File: src/rtl/trivium_sched.sv
// Byte-level scheduler around a Trivium keystream core: collects key/IV over the
// UART, warms the core up, then encrypts one received byte at a time into the TX FIFO.
//
// state  | meaning
// -------+-------------------------------------------------------------
// KEY    | collecting 10 key bytes, byte n -> core_key[8n+7:8n]
// IV     | collecting 10 IV bytes, same ordering
// LOAD   | single-cycle core_load pulse
// WARMUP | core stepped WARMUP_CYCLES times, keystream discarded
// READY  | waiting for a plaintext byte
// GEN    | 8 core steps, one keystream bit captured per step (LSB first)
// WRITE  | ciphertext presented to the FIFO, held while fifo_full
module trivium_sched #(
    parameter int WARMUP_CYCLES = 1152
) (
    input  logic        clk,
    input  logic        rst,
    input  logic [7:0]  rx_data,
    input  logic        rx_valid,
    input  logic        core_ks_bit,
    output logic [79:0] core_key,
    output logic [79:0] core_iv,
    output logic        core_load,
    output logic        core_en,
    input  logic        fifo_full,
    output logic        fifo_wr_en,
    output logic [7:0]  fifo_wr_data,
    output logic        enc_done,
    output logic        ready,
    output logic        drop_err
);

    localparam int WARM_W_MIN = $clog2(WARMUP_CYCLES + 1);
    localparam int WARM_W     = (WARM_W_MIN > 11) ? WARM_W_MIN : 11;
    // Down-counter starts at N-1 and exits on zero, giving exactly N enabled cycles.
    localparam logic [WARM_W-1:0] WARM_LAST = WARM_W'(WARMUP_CYCLES - 1);

    localparam logic [2:0] ST_KEY    = 3'd0;
    localparam logic [2:0] ST_IV     = 3'd1;
    localparam logic [2:0] ST_LOAD   = 3'd2;
    localparam logic [2:0] ST_WARMUP = 3'd3;
    localparam logic [2:0] ST_READY  = 3'd4;
    localparam logic [2:0] ST_GEN    = 3'd5;
    localparam logic [2:0] ST_WRITE  = 3'd6;

    logic [2:0]        state_q,    state_d;
    logic [3:0]        byte_cnt_q, byte_cnt_d;
    logic [WARM_W-1:0] warm_cnt_q, warm_cnt_d;
    logic [2:0]        gen_cnt_q,  gen_cnt_d;
    logic [79:0]       key_q,      key_d;
    logic [79:0]       iv_q,       iv_d;
    logic [7:0]        pt_q,       pt_d;
    logic [7:0]        ks_q,       ks_d;
    logic [7:0]        wr_data_q,  wr_data_d;
    logic              drop_q,     drop_d;

    logic busy;
    logic wr_fire;

    assign busy    = (state_q == ST_LOAD) || (state_q == ST_WARMUP) ||
                     (state_q == ST_GEN)  || (state_q == ST_WRITE);
    assign wr_fire = (state_q == ST_WRITE) && !fifo_full;

    always_comb begin
        state_d    = state_q;
        byte_cnt_d = byte_cnt_q;
        warm_cnt_d = warm_cnt_q;
        gen_cnt_d  = gen_cnt_q;
        key_d      = key_q;
        iv_d       = iv_q;
        pt_d       = pt_q;
        ks_d       = ks_q;
        wr_data_d  = wr_data_q;
        drop_d     = drop_q;

        if (rx_valid && busy) begin
            drop_d = 1'b1;
        end

        case (state_q)
            ST_KEY: begin
                if (rx_valid) begin
                    for (int n = 0; n < 10; n++) begin
                        if (byte_cnt_q == 4'(n)) begin
                            key_d[8*n +: 8] = rx_data;
                        end
                    end
                    if (byte_cnt_q == 4'd9) begin
                        byte_cnt_d = 4'd0;
                        state_d    = ST_IV;
                    end else begin
                        byte_cnt_d = byte_cnt_q + 4'd1;
                    end
                end
            end
            ST_IV: begin
                if (rx_valid) begin
                    for (int n = 0; n < 10; n++) begin
                        if (byte_cnt_q == 4'(n)) begin
                            iv_d[8*n +: 8] = rx_data;
                        end
                    end
                    if (byte_cnt_q == 4'd9) begin
                        byte_cnt_d = 4'd0;
                        state_d    = ST_LOAD;
                    end else begin
                        byte_cnt_d = byte_cnt_q + 4'd1;
                    end
                end
            end
            ST_LOAD: begin
                warm_cnt_d = WARM_LAST;
                state_d    = ST_WARMUP;
            end
            ST_WARMUP: begin
                if (warm_cnt_q == '0) begin
                    state_d = ST_READY;
                end else begin
                    warm_cnt_d = warm_cnt_q - 1'b1;
                end
            end
            ST_READY: begin
                if (rx_valid) begin
                    pt_d      = rx_data;
                    gen_cnt_d = 3'd0;
                    state_d   = ST_GEN;
                end
            end
            ST_GEN: begin
                ks_d[gen_cnt_q] = core_ks_bit;
                gen_cnt_d       = gen_cnt_q + 3'd1;
                if (gen_cnt_q == 3'd7) begin
                    state_d = ST_WRITE;
                end
            end
            ST_WRITE: begin
                if (!fifo_full) begin
                    wr_data_d = pt_q ^ ks_q;
                    state_d   = ST_READY;
                end
            end
            default: begin
                state_d = ST_KEY;
            end
        endcase
    end

    always_ff @(posedge clk) begin
        if (rst) begin
            state_q    <= ST_KEY;
            byte_cnt_q <= '0;
            warm_cnt_q <= '0;
            gen_cnt_q  <= '0;
            key_q      <= '0;
            iv_q       <= '0;
            pt_q       <= '0;
            ks_q       <= '0;
            wr_data_q  <= '0;
            drop_q     <= 1'b0;
        end else begin
            state_q    <= state_d;
            byte_cnt_q <= byte_cnt_d;
            warm_cnt_q <= warm_cnt_d;
            gen_cnt_q  <= gen_cnt_d;
            key_q      <= key_d;
            iv_q       <= iv_d;
            pt_q       <= pt_d;
            ks_q       <= ks_d;
            wr_data_q  <= wr_data_d;
            drop_q     <= drop_d;
        end
    end

    // Strobes are gated by rst so an abort never leaks a partial FIFO write.
    assign core_load    = !rst && (state_q == ST_LOAD);
    assign core_en      = !rst && ((state_q == ST_WARMUP) || (state_q == ST_GEN));
    assign fifo_wr_en   = !rst && wr_fire;
    assign enc_done     = !rst && wr_fire;
    assign ready        = !rst && (state_q == ST_READY);
    assign fifo_wr_data = fifo_wr_en ? (pt_q ^ ks_q) : wr_data_q;
    assign core_key     = key_q;
    assign core_iv      = iv_q;
    assign drop_err     = drop_q;

endmodule

File: config.mk
export PLATFORM = sky130hd
export DESIGN_NAME = trivium_sched
export DESIGN_NICKNAME = d
export VERILOG_FILES = /design/src/rtl/trivium_sched.sv
export SDC_FILE = /design/constraint.sdc
export NUM_CORES = 1
export LEC_CHECK = 0
export ABC_AREA = 0
export CORE_ASPECT_RATIO = 1.5
export CORE_MARGIN = 5
export CORE_UTILIZATION = 54
export DETAILED_ROUTE_END_ITERATION = 7
export PLACE_DENSITY_LB_ADDON = 0.1
export RECOVER_POWER = 25
export SKIP_LAST_GASP = 1
export SLEW_MARGIN = 15
export SYNTH_ARGS = -nofsm -noshare
export SYNTH_HDL_FRONTEND = slang
export SYNTH_SLANG_ARGS = --single-unit
File: constraint.sdc
create_clock -name clk -period 3.7 [get_ports clk]
set_input_delay 0.74 -clock clk [delete_from_list [all_inputs] [get_ports clk]]
set_output_delay 0.74 -clock clk [all_outputs]
set_load 0.02 [all_outputs]
==> key figures <==
Synth
  – Post-synth top area share: around 51%
  – Mapped Nets: 846
  – Cell with the most instances after synthesis: dfxtp_1
  – Synth Area per Inst: between 9 and 10 um2
  – Ys async rst share: 0%
  – Most frequent cells after synthesis: 206 x dfxtp_1, 189 x nor2_1, 171 x mux2i_1, 55 x clkbuf_1, 33 x nand2_1
  – Register bit count reported by yosys: 206
  – Netlist cell types: 46
  – Post-synthesis sequential area ratio: 50.80%
  – Dominant cell type by area after synthesis: dfxtp_1
  – Synthesized area: 8118 um2
  – Post-Syn Instances: 830
  – Number of flops mapped to enable cells by yosys: 0
  – Top cells by area, synth: dfxtp_1 51%, mux2i_1 21%, nor2_1 8.7%, clkbuf_1 2.5%, nor3_4 1.6%
  – Top FF cell, synth: dfxtp_1
  – Ys Warns: 0

Floorplan
  – Die ar.: ~18000 um2
  – Die Height: between 150 and 200 um
  – Die width: around 110 um
  – Initial Util: 54.36%
  – Num rows: 55
  – Core area: 14930 um2
  – I/O pins: 187

Timing
  – Setup TNS: 0 ns
  – Worst clock skew: 0.01343 ns
  – Crit path time final: approximately 3.5 ns
  – Fmax: roughly 0.28 GHz
  – Final period utilization: around 95%
  – Final Hold Fails: 0
  – Worst Max-Slew Pin Slew: 1.188 ns
  – Final setup fails: 0
  – RSZ-0062 raised after global routing: no
  – Final slew viol count: 0
  – Max-slew headroom: about 20%

Critical path
  – CP arrival: 2.77 ns
  – Crit Path Max Fanout: 17
  – Req. time, crit path: between 2 and 3 ns
  – Crit end category: output port
  – Launching element type of the critical path: input port
  – Worst R2R Setup Slack: 1.15 ns
  – CP Class: in2out

CTS
  – H-tree depth: 1
  – Clock tree buffer depth: 3
  – Post-CTS setup buffer count: 0
  – CTS tree: done
  – Post-CTS Resized: 0
  – # hold bufs at CTS: 0
  – Clock sink total: 206
  – Root buffer cell: clkbuf_16
  – Clock transition at path regs: 0.06 ns
  – Worst skew pair latency: 0.49 ns
  – Clock buffer count from CTS: 20

GRT
  – Total Routing Usage GR: 24.22%
  – Maximum number of pins on one net before global-route repair: 107
  – First-pass GRT wire length: roughly 34 mm
  – Antenna violations before repair: 0
  – GRT overflow: 0
  – Vias in the first global route: roughly 6300

Finish
  – Area delta synth->final: 31.44%
  – Layout cells sized above 1: 4.714%
  – Antenna cells: 0
  – # nets final: between 1000 and 1500
  – Filler cells: 1167

Place
  – I/O Buffers: 186
  – RD Place Congestion: 0.7903
  – HPWL Detailed: 14.35 mm

Detailed routing
  – Met2 Wirelength: around 10 mm
  – Max Used Layer: met4
  – DRT iter0 DRCs: 245
  – WL/cell: approximately 18 um
  – Wirelength, routed: 21.22 mm
  – Residual DRC: 0
  – Vias: about 6300
  – Number of vias per cell: ~5.3
  – Detail Route Antenna Nets: 0
  – Detailed-route wire length on metal 1: slightly above 8 mm
  – Pre-antenna DRT Iters: 4
  – Routed length on met3: 1.719 mm

Run status
  – Status: complete, no violations

Pwr
  – Int Power: 3449 uW
  – Net switching power: 965.1 uW
  – PD cells: 413.7 nW/um2
  – Worst VDD drop: 462.1 uV
  – Lkg Pwr: approximately 0.0046 uW
  – PnR Total Power: 4414 uW
  – Clock share of power: approximately 44%
  – Reg power frac: 50.9%
  – Sw Ratio: between 20% and 30%
  – Comb power frac: 4.8%

Min path
  – Min-Delay Path Class: reg2reg

Job
  – Max-Cap Viols: 0
==> routing by layer <==
layer  GRT usage, %  vias up
li1               -     3126
met1          28.33     2976
met2          41.24      190
met3          7.481       43
met4          8.515        0
met5              0        -
==> metrics by stage <==
step	cell area [um2]	std cells	utilization [%]	setup WS [ns]	hold WS (ns)
2_1_floorplan	8118	830	-	0.8502	0.4496
3_3_place_gp	10060	1162	67.37	0.09217	0.4352
3_5_place_dp	10060	1162	67.37	0.02013	0.4417
4_1_cts	10690	1196	71.59	0.02904	0.4513
5_1_grt	10670	1196	71.45	0.04956	0.4762
6_report	10670	1196	71.45	0.1857	0.4406
==> power by group through the flow <==
| stage | clock network (uW) | registers [uW] | logic (uW) |
|---|---|---|---|
| floorplan | 0 | 2310 | 117 |
| global placement | 0 | 2300 | 213 |
| detailed placement | 0 | 2300 | 214 |
| finish | 1950 | 2250 | 211 |
| global route | 2100 | 2250 | 226 |
| CTS | 1990 | 2250 | 214 |
==> final timing paths <==
check / from / to / depth (start not counted)
hold / removal: drop_err / drop_err / 2
hold reg to reg: drop_err / drop_err / 2
setup reg to reg: state_q[1] / core_iv[51] / 5
setup / recovery: fifo_full / fifo_wr_data[0] / 5
==> flip-flops by register name, summed over array words and instances (netlist names) <==
signal      flops
state_q         3
pt_q            8
gen_cnt_q       3
core_key       80
warm_cnt_q     11
ks_q            8
wr_data_q       8
byte_cnt_q      4
core_iv        80
drop_err        1
==> logic make-up (layout without fill, tap and decap cells) <==
family,after synthesis,after routing,share of synthesized area [%]
mux,171,171,21.09
buf+inv,71,238,3.406
simple gates,306,306,18.16
flops,206,206,50.80
xor+xnor,13,13,1.403
compound gates,60,60,4.686
fa+ha+maj,3,3,0.4624
==> worst max-delay path: stages <==
cell and delay, ns:
clkdlybuf4s50_1 0.47, nor4bb_2 0.44, nand2b_2 0.25, o21ai_0 0.23, clkdlybuf4s50_1 0.64
==> cell type report <==
type	instances	area [um2]	area share, %
sequential	206	4124	38.65
timing repair buffer	195	1919	17.99
clock inverter	1	8.758	0.08208
multi-input combinational	553	3715	34.81
tap	199	249.0	2.333
clock buffer	33	620.6	5.816
inverter	9	33.78	0.3166
==> layout by cell type (no fill, tap or decap), drive strengths merged, types with 4 or more instances in the layout <==
cell type	n
clkbuf	36
xnor2	13
dfxtp	206
nor2	189
clkdlybuf4s50	132
dlygate4sd3	53
nor3	14
inv	10
mux2i	171
nor3b	9
nand3b	7
nand3	20
nor4	4
a211oi	11
nor2b	4
a21oi	21
nand2	33
buf	7
o21ai	13
Power figures use the tool's default switching activity.
